## src/rtl/muldiv_pkg.sv

```systemverilog
// Shared types and constants for the RV32M multiply/divide sequencer.
package muldiv_pkg;

    localparam int XLEN = 32;

    localparam logic [XLEN-1:0] DIV0_QUOT  = {XLEN{1'b1}};
    localparam logic [XLEN-1:0] SIGNED_MIN = {1'b1, {(XLEN-1){1'b0}}};

    typedef enum logic [2:0] {
        OP_MUL    = 3'b000,
        OP_MULH   = 3'b001,
        OP_MULHSU = 3'b010,
        OP_MULHU  = 3'b011,
        OP_DIV    = 3'b100,
        OP_DIVU   = 3'b101,
        OP_REM    = 3'b110,
        OP_REMU   = 3'b111
    } muldiv_op_e;

    typedef enum logic [1:0] {
        IDLE    = 2'd0,
        BUSY    = 2'd1,
        RELEASE = 2'd2
    } ctrl_state_e;

endpackage

```

## src/rtl/muldiv_operand_fmt.sv

```systemverilog
// Combinational operand extension to the unit width plus detection of the
// divide cases whose result is fixed by the ISA (divide by zero, signed overflow).
module muldiv_operand_fmt #(
    parameter int XLEN = 32
) (
    input  logic [2:0]      op,
    input  logic [XLEN-1:0] a,
    input  logic [XLEN-1:0] b,
    output logic [XLEN:0]   opa,
    output logic [XLEN:0]   opb,
    output logic            is_div,
    output logic            special,
    output logic [XLEN-1:0] special_res
);
    import muldiv_pkg::*;

    muldiv_op_e fop;
    logic       sign_a;
    logic       sign_b;

    // op[1] separates REM/REMU from DIV/DIVU within the divide group
    always_comb begin
        fop    = muldiv_op_e'(op);
        sign_a = fop inside {OP_MUL, OP_MULH, OP_MULHSU, OP_DIV, OP_REM};
        sign_b = fop inside {OP_MUL, OP_MULH, OP_DIV, OP_REM};
        opa    = {sign_a & a[XLEN-1], a};
        opb    = {sign_b & b[XLEN-1], b};
        is_div = op[2];
        special     = 1'b0;
        special_res = '0;
        if (is_div && (b == '0)) begin
            special     = 1'b1;
            special_res = op[1] ? a : DIV0_QUOT;
        end else if ((fop == OP_DIV || fop == OP_REM) && (a == SIGNED_MIN) && (b == '1)) begin
            special     = 1'b1;
            special_res = (fop == OP_DIV) ? SIGNED_MIN : '0;
        end
    end

endmodule

```

## src/rtl/muldiv_ctrl.sv

```systemverilog
// Sequencer between EX and the shared 33-bit iterative multiplier/divider.
// Optional result reuse cache enabled by defining MULDIV_REUSE_EN.
module muldiv_ctrl #(
    parameter int XLEN = 32
) (
    input  logic            Clk,
    input  logic            Reset,
    input  logic            req_valid,
    input  logic [2:0]      req_op,
    input  logic [XLEN-1:0] req_a,
    input  logic [XLEN-1:0] req_b,
    output logic            req_ready,
    input  logic            flush,
    output logic            resp_valid,
    output logic [XLEN-1:0] resp_data,
    output logic            mul_run,
    output logic            mul_div,
    output logic [XLEN:0]   mul_opA,
    output logic [XLEN:0]   mul_opB,
    input  logic            mul_ready,
    input  logic [XLEN:0]   mul_Aval,
    input  logic [XLEN:0]   mul_Bval
);
    import muldiv_pkg::*;

    ctrl_state_e       state, state_n;
    logic              kill, kill_n;
    logic [2:0]        op_q;
    logic              resp_valid_n;
    logic [XLEN-1:0]   resp_data_n;
    logic              accept;
    logic              capture;
    logic              capture_ok;
    logic [XLEN:0]     fmt_opa, fmt_opb;
    logic              fmt_div, fmt_special;
    logic [XLEN-1:0]   fmt_special_res;
    logic [2*XLEN+1:0] live_p;
    logic              cache_hit;
    logic [2*XLEN+1:0] cache_p_out;
    logic              unused_aval_msb;

    // P is {Aval, Bval}; the quotient and MUL low word share P[XLEN-1:0]
    function automatic logic [XLEN-1:0] sel_result(input logic [2:0] op, input logic [2*XLEN+1:0] p);
        case (muldiv_op_e'(op))
            OP_MUL, OP_DIV, OP_DIVU:      return p[XLEN-1:0];
            OP_MULH, OP_MULHSU, OP_MULHU: return p[2*XLEN-1:XLEN];
            default:                      return p[2*XLEN:XLEN+1];
        endcase
    endfunction

    muldiv_operand_fmt #(.XLEN(XLEN)) u_fmt (
        .op          (req_op),
        .a           (req_a),
        .b           (req_b),
        .opa         (fmt_opa),
        .opb         (fmt_opb),
        .is_div      (fmt_div),
        .special     (fmt_special),
        .special_res (fmt_special_res)
    );

    assign live_p          = {mul_Aval, mul_Bval};
    assign req_ready       = (state == IDLE);
    assign mul_run         = (state == BUSY);
    assign capture_ok      = capture && !(kill || flush);
    assign unused_aval_msb = mul_Aval[XLEN];

`ifdef MULDIV_REUSE_EN
    logic              cache_valid;
    logic [2*XLEN+1:0] cache_p;
    logic [XLEN:0]     cache_a, cache_b;
    logic              cache_div;

    assign cache_hit   = cache_valid && (cache_a == fmt_opa) && (cache_b == fmt_opb) && (cache_div == fmt_div);
    assign cache_p_out = cache_p;

    // The entry is only trusted when the operation that produced it was not killed
    always_ff @(posedge Clk or posedge Reset) begin
        if (Reset) begin
            cache_valid <= 1'b0;
            cache_p     <= '0;
            cache_a     <= '0;
            cache_b     <= '0;
            cache_div   <= 1'b0;
        end else if (capture_ok) begin
            cache_valid <= 1'b1;
            cache_p     <= live_p;
            cache_a     <= mul_opA;
            cache_b     <= mul_opB;
            cache_div   <= mul_div;
        end else if (flush || (capture && kill)) begin
            cache_valid <= 1'b0;
        end
    end
`else
    assign cache_hit   = 1'b0;
    assign cache_p_out = '0;
`endif

    always_comb begin
        state_n      = state;
        kill_n       = kill;
        resp_valid_n = 1'b0;
        resp_data_n  = resp_data;
        accept       = 1'b0;
        capture      = 1'b0;
        case (state)
            IDLE: begin
                if (!flush && req_valid) begin
                    if (fmt_special) begin
                        resp_valid_n = 1'b1;
                        resp_data_n  = fmt_special_res;
                    end else if (cache_hit) begin
                        resp_valid_n = 1'b1;
                        resp_data_n  = sel_result(req_op, cache_p_out);
                    end else begin
                        accept  = 1'b1;
                        state_n = BUSY;
                    end
                end
            end
            BUSY: begin
                if (flush)
                    kill_n = 1'b1;
                if (mul_ready) begin
                    capture = 1'b1;
                    state_n = RELEASE;
                    if (!(kill || flush)) begin
                        resp_valid_n = 1'b1;
                        resp_data_n  = sel_result(op_q, live_p);
                    end
                end
            end
            RELEASE: begin
                // Run may only rise again once the unit has dropped ready
                if (!mul_ready) begin
                    state_n = IDLE;
                    kill_n  = 1'b0;
                end
            end
            default: begin
                state_n = IDLE;
                kill_n  = 1'b0;
            end
        endcase
    end

    always_ff @(posedge Clk or posedge Reset) begin
        if (Reset) begin
            state      <= IDLE;
            kill       <= 1'b0;
            op_q       <= '0;
            mul_div    <= 1'b0;
            mul_opA    <= '0;
            mul_opB    <= '0;
            resp_valid <= 1'b0;
            resp_data  <= '0;
        end else begin
            state      <= state_n;
            kill       <= kill_n;
            resp_valid <= resp_valid_n;
            resp_data  <= resp_data_n;
            if (accept) begin
                op_q    <= req_op;
                mul_div <= fmt_div;
                mul_opA <= fmt_opa;
                mul_opB <= fmt_opb;
            end
        end
    end

endmodule

```

## config.mk

```make
export PLATFORM = sky130hd
export DESIGN_NAME = muldiv_ctrl
export DESIGN_NICKNAME = d
export VERILOG_FILES = /design/src/rtl/muldiv_pkg.sv /design/src/rtl/muldiv_operand_fmt.sv /design/src/rtl/muldiv_ctrl.sv
export SDC_FILE = /design/constraint.sdc
export NUM_CORES = 1
export LEC_CHECK = 0
export ABC_AREA = 0
export CELL_PAD_IN_SITES_DETAIL_PLACEMENT = 0
export CELL_PAD_IN_SITES_GLOBAL_PLACEMENT = 2
export CORE_MARGIN = 2
export CORE_UTILIZATION = 28
export DETAILED_ROUTE_END_ITERATION = 10
export HOLD_SLACK_MARGIN = 0.08
export PLACE_DENSITY = 0.84
export SYNTH_ARGS = -nofsm -noshare
export SYNTH_HDL_FRONTEND = slang
export SYNTH_SLANG_ARGS = --single-unit
```

## constraint.sdc

```tcl
create_clock -name Clk -period 8.2 [get_ports Clk]
set_input_delay 1.64 -clock Clk [delete_from_list [all_inputs] [get_ports Clk]]
set_output_delay 1.64 -clock Clk [all_outputs]
set_load 0.01 [all_outputs]
```

# --- Word-level counts from Yosys, hierarchy flattened ---
# Cells that the tools add are included.
word_totals:
  input_bits: 138
  out_inout_bits: 102
  ramBits: 0
  memories: 0
  register_bits: 106
  word_cells: 78
  latchBits: 0
  romBits: 0
op_classes:
  reduce_logical: 19
  n_eq_ne: 20
  addsub: 0
  n_bitwise: 3
  shift: 0
  n_lt_le_gt_ge: 0
  n_mux: 28
  mul: 0
  div: 0
op_table:
  columns: ["cell", "n"]
  rows:
  - ["32-bit 2-to-1 mux", 8]
  - ["32-bit one-hot mux with 2 select lines", 2]
  - ["32-bit equality test, second input constant", 2]
  - ["32-bit logical NOT", 1]
  - ["3-bit equality test, second input constant", 4]
  - ["1-bit 2-to-1 mux", 11]
  - ["3-bit by 2-bit equality test with 1-bit output, second input constant", 3]
  - ["2-bit 2-to-1 mux", 4]
  - ["2-bit != test, second input constant", 4]
  - ["3-bit by 1-bit equality test with 1-bit output, second input constant", 2]
  - ["3-bit logical NOT", 2]
  - ["2-bit by 1-bit != test with 1-bit output, second input constant", 3]
  - ["2-bit one-hot mux with 3 select lines", 1]
  - ["3-bit OR reduction", 2]
  - ["5-bit AND reduction", 1]
  - ["5-bit nonzero test", 1]
  - ["1-bit logical AND", 4]
  - ["4-bit AND reduction", 1]
  - ["4-bit nonzero test", 1]
  - ["1-bit one-hot mux with 3 select lines", 1]
  - ["3-bit AND reduction", 1]
  - ["1-bit bitwise AND", 2]
  - ["2-bit by 1-bit equality test with 1-bit output, second input constant", 1]
  - ["2-bit equality test, second input constant", 1]
  - ["6 further kinds", 7]

# --- Logic depth before layout (Yosys ltp) ---
# Gate-level depths: netlist (run 1).
logic_depth:
  word_depth: 9
  ltp_mapped: 8
  depth_no_buf: 7

# --- By module ---
# From an unflattened synthesis (run 1), not the netlist that was laid out.
unflattened:
  hier_cells: 571
  area_unflattened_um2: 6127.1
by_module_without_submodules:
  columns: ["module", "seq_area_each_um2", "cells_per_inst", "area_each_um2", "n_inst"]
  rows:
  - ["muldiv_ctrl", 2652.5, 392, 5027.3, 1]
  - ["muldiv_operand_fmt", 0.0, 179, 1099.8, 1]

# --- Least setup slack after synthesis (run 1) ---
# OpenSTA, ideal clock, no wires.
synth_timing:
  path_kind: "input port to flip-flop"
  startpoint: "in req_a[9]"
  endpoint: "reg mul_opA[0]"
  required_ns: 8.075
  setup_time_ns: 0.125
  setup_slack_ns: 4.563
  n_path_buf: 1
  stages: 6
  arrival_time_ns: 3.512
  path_cell_list: "or4b_1 -> nor4_2 -> nand4b_1 -> o211ai_4 -> buf_6 -> mux2_4"
synth_between:
  elab_chain_cells: 8
synth_rtl:
  columns: ["element", "line_no", "source"]
  rows:
  - ["start: declaration", "muldiv_ctrl.sv:10", "input logic [XLEN-1:0] req_a,"]
  - ["32-bit equality test", "muldiv_operand_fmt.sv:34", "end else if ((fop == OP_DIV || fop == OP_REM) && (a == SIGNED_MIN) && (b == '1)) begin"]
  - ["1-bit logical AND (2 in series)", "muldiv_operand_fmt.sv:34", null]
  - ["1-bit 2-to-1 mux", "muldiv_operand_fmt.sv:34", null]
  - ["1-bit 2-to-1 mux", "muldiv_operand_fmt.sv:31", "if (is_div && (b == '0)) begin"]
  - ["1-bit 2-to-1 mux", "muldiv_ctrl.sv:110", "if (fmt_special) begin"]
  - ["1-bit 2-to-1 mux", "muldiv_ctrl.sv:109", "if (!flush && req_valid) begin"]
  - ["1-bit 2-to-1 mux", "muldiv_ctrl.sv:107", "case (state)"]
  - ["end signal: assignment", "muldiv_ctrl.sv:166", "mul_opA <= fmt_opa;"]
  - ["end: declaration", "muldiv_ctrl.sv:18", "output logic [XLEN:0] mul_opA,"]
# Every way passes these cells.
# A chain may end at the register's enable or synchronous reset.

# --- Worst setup path after layout (run 1) ---
layout_timing:
  startpoint: "in req_a[22]"
  endpoint: "reg mul_opA[16]"
# Same word-level chain as after synthesis.

==> results of run 1 <==
sequential cells by signal, indices dropped and copies added, names as in the netlist:
name        count
mul_opB        33
op_q            2
mul_div         1
kill            1
resp_data      32
mul_opA        33
state           2
resp_valid      1
critical path: stages:
cell             delay [ns]
clkdlybuf4s50_1        0.55
or4_1                  0.63
nor4_2                 0.44
nand4b_1               0.21
o211ai_4               0.55
buf_4                  0.86
mux2_2                 0.41
kinds of logic after synthesis:
| logic type | Yosys count | synth area share (%) |
|---|---|---|
| AOI/OAI and AO/OA | 135 | 12.51 |
| buffers and inverters | 38 | 3.656 |
| DFF | 105 | 46.25 |
| and+or+nand+nor | 87 | 9.491 |
| muxes | 132 | 28.10 |
layout by cell type (no fill, tap or decap), drive strengths merged:
cell / count
or4b: 2
nand4: 6
buf: 7
a22o: 2
or3: 2
o21ai: 95
nor4b: 2
mux2i: 32
a31oi: 1
nand3b: 1
nor4: 12
clkbuf: 9
o211ai: 1
a22oi: 1
nor3: 4
clkinv: 3
nor2: 3
o221ai: 1
clkdlybuf4s50: 238
a21o: 1
nand3: 1
or4: 3
nand2: 11
nor2b: 31
o22ai: 1
inv: 8
a21oi: 32
nand4b: 5
mux2: 100
nand2b: 4
dfrtp: 105
stage by stage:
| stage | instances | util, % | setup slack [ns] | hold slack [ns] | area (um^2) |
|---|---|---|---|---|---|
| final | 994 | 42.62 | 3.090 | 0.4972 | 8568 |
| after global routing | 994 | 42.62 | 2.952 | 0.5102 | 8568 |
| after CTS | 994 | 42.62 | 3.113 | 0.5024 | 8568 |
| after detailed placement | 978 | 41.11 | 2.735 | 0.4828 | 8265 |
| after global placement | 978 | 41.11 | 2.789 | 0.4690 | 8265 |
| after floorplan | 497 | - | 3.799 | 0.4675 | 5682 |
metal layers:
| metal | routed length (um) | vias to the layer above |
|---|---|---|
| met4 | 301 | 0 |
| met3 | 1183 | 20 |
| met2 | 9701 | 161 |
| li1 | - | 2266 |
| met5 | 0 | - |
| met1 | 8743 | 2414 |
power groups by stage:
| stage | logic, mW | registers [mW] | clock network, mW |
|---|---|---|---|
| 6_report | 0.960 | 0.804 | 0.451 |
| 5_1_grt | 1.03 | 0.827 | 0.484 |
| 4_1_cts | 0.975 | 0.804 | 0.467 |
| 3_5_place_dp | 0.971 | 0.810 | 0 |
| 3_3_place_gp | 0.959 | 0.800 | 0 |
| 2_1_floorplan | 0.387 | 0.863 | 0 |
how the worst max path moves through the flow:
stage / start / endpoint / slack, ns / cells after the start
4_1_cts: req_a[22] / mul_opA[16] / 3.11 / 7
5_1_grt: req_a[22] / mul_opA[16] / 2.95 / 7
3_3_place_gp: req_a[22] / mul_opA[30] / 2.79 / 7
6_report: req_a[22] / mul_opA[16] / 3.09 / 7
2_1_floorplan: Reset / kill / 3.80 / 1
3_5_place_dp: req_a[22] / mul_opA[15] / 2.74 / 7
layout make-up:
type	count	share of cell area, %
Multi-Input combinational cell	354	33.22
Sequential cell	105	30.68
Timing Repair Buffer	245	28.42
Tap cell	270	3.943
Clock buffer	9	2.629
Clock inverter	7	0.9054
Inverter	4	0.2044
==> summary.md, run 1 <==
| Metric | Value |
|---|---|
| Status | completed |
| Reg2Reg Capture Point | mul_opA[18] |
| CTS tree | done |
| Die width | about 150 um |
| TNS Setup | 0 ns |
| Most frequent cell after synthesis | dfrtp_1 |
| CP Capture Type | register |
| Hold Path Sink | mul_opA[18] |
| Worst skew pair latency | roughly 0.37 ns |
| Final Hold Viols | 0 |
| P_sw | around 730 uW |
| Main flop type after synthesis | dfrtp_1 |
| Storage cell area | roughly 2600 um^2 |
| Sequential area share after synthesis | 46.25% |
| Achievable Freq | roughly 0.20 GHz |
| Layout cells sized above 1 | between 10% and 20% |
| FF+latch count, synth | around 110 |
| Met2 Use GR | between 30% and 40% |
| Multi-input logic area | between 2000 and 3000 um^2 |
| Final Slew Violations | 0 |
| Clock-pin slew on the worst setup and hold paths | around 0.07 ns |
| Mapped cell area | between 5000 and 6000 um^2 |
| R2R depth | 4 |
| P_int | roughly 1.5 mW |
| HP Start | mul_opA[18] |
| Synth Instances | a little under 500 |
| Clock power share | 20.4% |
| Total track usage | a little under a fifth |
| RePlAce Congestion | roughly 0.82 |
| Vias in the first global route | 5079 |
| Pwr dens | between 200 and 300 nW/um^2 |
| Seq pwr share | between 30% and 40% |
| MaxCap Viol Count | 0 |
| Drc violations | 0 |
| Cell taking the most area after synthesis | dfrtp_1 |
| CTS H-tree depth | 3 |
| Most frequent cells after synthesis | dfrtp_1, o21ai_0, mux2_2, mux2_4 |
| Area share of the largest cell type after synthesis | approximately 46% |
| Sw frac | between 30 and 40% |
| Logic gate share of total power | a little over two fifths |
| Routed Wire Length | approximately 20 mm |
| Mean Syn Cell Area | ~11 um^2 |
| Hold Crit Depth | 1 |
| Vias | just under 5000 |
| CP Data Arrival Time | approximately 5.4 ns |
| DRT antenna net count | 0 |
| CTS Buffer Depth | 2 |
| Max_slew headroom | 23.64% |
| Data required, critical path | roughly 8.4 ns |
| Post-CTS Setup Repair Bufs | 0 |
| Final Skew | roughly 0.012 ns |
| Die ar. | 21450 um^2 |
| Startpoint Class | input port |
| Most Used Layer, Global Route | met2 |
| Initial Util | roughly 28% |
| Met3 usage | about 4.7% |
| Antenna violations before repair | 0 |
| Reg-to-reg critical path startpoint | state[0] |
| Post-detail-place hpwl | between 10 and 15 mm |
| Overall Power | between 2 and 2.5 mW |
| Number of enable flip-flop cells after synthesis | 0 |
| Final setup vio count | 0 |
| R2R Setup Slk | 5.51 ns |
| Io pins | between 200 and 250 |
| Async set-or-reset flop fraction in the synthesized netlist | 100.0% |
| Top cells by area, synth | dfrtp_1, mux2_4, mux2_2 |
| Via-per-instance ratio | 4.890 |
| Rows | 52 |
| First-pass GRT wire length | between 30 and 40 mm |
| Initial DRC Count | ~230 |
| Wire length per cell | between 20 and 25 um |
| Period utilization | 62.32% |
| Synth warnings | 0 |
| Port buffer count | between 200 and 250 |
| IR drop worst, VDD | ~0.12 mV |
| CTS buffer count | 9 |
| Largest net degree at the start of global routing | 67 |
| Peak fanout along the critical path | 55 |
| Filler cells | roughly 1900 |
| Hold WC Path Type | reg -> reg |
| Die Ht | about 150 um |
| Unrepaired setup endpoints after global routing | false |
| Final min period | between 5 and 6 ns |
| Core area | about 20000 um^2 |
| Area delta synth->final | 50.80% |
| M1 GR Usage | about a quarter |
| Static leakage | around 3.6 nW |
| GR Overflow Total | 0 |
| Sink Count | between 100 and 150 |
| Measured slew at the worst slew-check pin | about 1.1 ns |
| Distinct cells, synth | 35 |
| Final #Nets | about 860 |
| Hold-fix buffers at CTS | 0 |
| Resized cells post-CTS | 0 |
| Mapped Nets | 635 |
| Drt first pass iters | 4 |
| N_diodes | 0 |
| Crit path kind | in -> reg |
| CTS root buffer | clkbuf_16 |
No activity file was read; power rests on OpenSTA's default activity.
==> inputs of run 2 (changes only) <==
--- a/config.mk
+++ b/config.mk
@@ -9,10 +9,10 @@
 export CELL_PAD_IN_SITES_DETAIL_PLACEMENT = 0
 export CELL_PAD_IN_SITES_GLOBAL_PLACEMENT = 2
 export CORE_MARGIN = 2
-export CORE_UTILIZATION = 28
+export CORE_UTILIZATION = 24
 export DETAILED_ROUTE_END_ITERATION = 10
 export HOLD_SLACK_MARGIN = 0.08
-export PLACE_DENSITY = 0.84
+export PLACE_DENSITY = 0.76
 export SYNTH_ARGS = -nofsm -noshare
 export SYNTH_HDL_FRONTEND = slang
 export SYNTH_SLANG_ARGS = --single-unit
==> constraint.sdc (replaced) <==
create_clock -name Clk -period 4.1 [get_ports Clk]
set_input_delay 0.82 -clock Clk [delete_from_list [all_inputs] [get_ports Clk]]
set_output_delay 0.82 -clock Clk [all_outputs]
set_load 0.01 [all_outputs]
==> run 2 against run 1 <==
- critical path depth stayed put
- clock skew hardly changed
- die area is 16% higher
- combinational power is 100% higher
- sequential cell count stayed put
- sequential power is 99% higher
- routed wire length is 4.4% higher
- sequential share of layout area is 0.55 points lower
- worst hold slack better by 0.0045 ns
- worst setup slack worse by 2.4 ns
- register-to-register slack worse by 3.7 ns
==> summary.md, run 2 (synthesis gave the netlist of run 1 again) <==
| Metric | Value |
|---|---|
| Data required, critical path | between 4 and 5 ns |
| Area delta synth->final | 53.53% |
| Crit path kind | in -> reg |
| Final Instance Count excl. Fillers | around 1100 |
| Unrepaired setup endpoints after global routing | false |
| CTS tree | done |
| Achievable Freq | 0.2934 GHz |
| Vias in the first global route | just over 5000 |
| Final min period | roughly 3.4 ns |
| Layout cells sized above 1 | roughly 16% |
| R2R Setup Slk | 1.82 ns |
| Top Registers | mul_opA: 33 flops, mul_opB: 33 flops, resp_data: 32 flops |
| Post-CTS Setup Repair Bufs | 0 |
| Hold-fix buffers at CTS | 0 |
| Drt first pass iters | 4 |
| Delay-heaviest family, CP | simple AND/OR/NAND/NOR gates |
| Die Ht | 157.9 um |
| CTS root buffer | clkbuf_16 |
| Via-per-instance ratio | between 4 and 5 |
| CP Cell Sequence | clkdlybuf4s50_1, or4_1, nor4_2, nand4b_1, o211ai_4, buf_12, mux2_2 |
| Io pins | 240 |
| Buf+Inv Stages, Crit Path | 2 |
| Pwr dens | around 510 nW/um^2 |
| Crit path largest cell delay | ~0.65 ns |
| Max_slew headroom | approximately 45% |
| Antenna violations before repair | 1 |
| CTS Buffer Depth | 2 |
| GR Overflow Total | 0 |
| Startpoint Class | input port |
| Setup WS pre-CTS | 0.3196 ns |
| Max stage delay cell, worst path | or4_1 |
| Drc violations | 0 |
| Core area | roughly 23000 um^2 |
| Static leakage | about 3.6 nW |
| Initial DRC Count | 177 |
| Setup ws final | between 0.6 and 0.7 ns |
| CP Capture Type | register |
| Largest net degree at the start of global routing | 62 |
| Die width | around 160 um |
| MaxCap Viol Count | 0 |
| Wire length per cell | just under 20 um |
| CP Data Arrival Time | between 3 and 4 ns |
| Final Hold Viols | 0 |
| Post-detail-place hpwl | roughly 16 mm |
| Worst skew pair latency | approximately 0.37 ns |
| Most frequent cells in the layout | clkdlybuf4s50_1, dfrtp_1, o21ai_0 |
| Routed Wire Length | between 20 and 25 mm |
| Resized cells post-CTS | 0 |
| Period utilization | 83.13% |
| Hold WC Path Type | reg -> reg |
| Final #Nets | ~860 |
| Most common cell after layout, fill and taps aside | clkdlybuf4s50_1 |
| RePlAce Congestion | between 0.8 and 0.9 |
| First-pass GRT wire length | ~30 mm |
| Port buffer count | 238 |
| IR drop worst, VDD | about 0.24 mV |
| CTS buffer count | 9 |
| Initial Util | around 24% |
| CTS H-tree depth | 3 |
| Final setup vio count | 0 |
| Clock-pin slew on the worst setup and hold paths | 0.09 ns |
| Total track usage | between 10% and 20% |
| Placed cell count | between 1000 and 1500 |
| Status | completed |
| TNS Setup | 0 ns |
| Sink Count | about 110 |
| DRT antenna net count | 0 |
| Die ar. | between 20000 and 25000 um^2 |
| Final Slew Violations | 0 |
| Overall Power | between 4 and 5 mW |
| Measured slew at the worst slew-check pin | about 0.8 ns |
| Vias | roughly 4900 |
| Rows | 56 |
| Peak fanout along the critical path | 47 |
| Final Skew | around 0.012 ns |
-- run 2: cell types whose count changed in the layout (fill, tap and decap cells not counted) --
cell      before  now
clkinv_8       2    1
clkbuf_8       0    1
diode_2        0    1
clkinv_4       0    1
buf_4          7   11
clkinv_2       1    0
buf_12         0    3
-- run 2: worst paths after layout --
check / startpoint / endpoint / cells past startpoint
worst min register to register: mul_opA[19] / mul_opA[19] / 1
worst max-delay path: req_a[22] / mul_opA[31] / 7
min in group asynchronous: Reset / mul_opA[4] / 2
worst min-delay path: mul_opA[19] / mul_opA[19] / 1
worst max register to register: state[0] / resp_data[2] / 5
max in group asynchronous: Reset / mul_opA[26] / 3
-- run 2: cell type report --
type,count,area (um^2)
antenna,1,2.502
timing repair buffer,252,2525
clock inverter,6,65.06
inverter,4,17.52
clock buffer,10,239.0
fill,2278,14610
tap,319,399.1
sequential,105,2629
multi-input combinational,354,2846
-- run 2: layer usage --
layer  wire [um]  vias up  part of all wire, %  track usage [%]
li1            -     2292                    -                -
met1        9079     2428                   44            21.14
met2        9828      161                   47            26.83
met3        1345       28                  6.5            4.079
met4         556        0                  2.7            5.671
met5           0        -                    0                0
-- run 2: stage by stage --
stage,area (um^2),utilization (%),hold slack (ns)
after floorplan,5682,-,0.4675
after global placement,8417,36.07,0.4692
after detailed placement,8417,36.07,0.4843
after CTS,8721,37.38,0.5033
after global routing,8721,37.38,0.5167
final,8723,37.39,0.5017
-- run 2: power breakdown --
| part | leakage, nW | internal (mW) | total (mW) | switching [mW] |
|---|---|---|---|---|
| registers | 1.30 | 1.38 | 1.60 | 0.218 |
| clock network | 0.150 | 0.450 | 0.910 | 0.460 |
| logic | 2.20 | 1.16 | 1.96 | 0.802 |
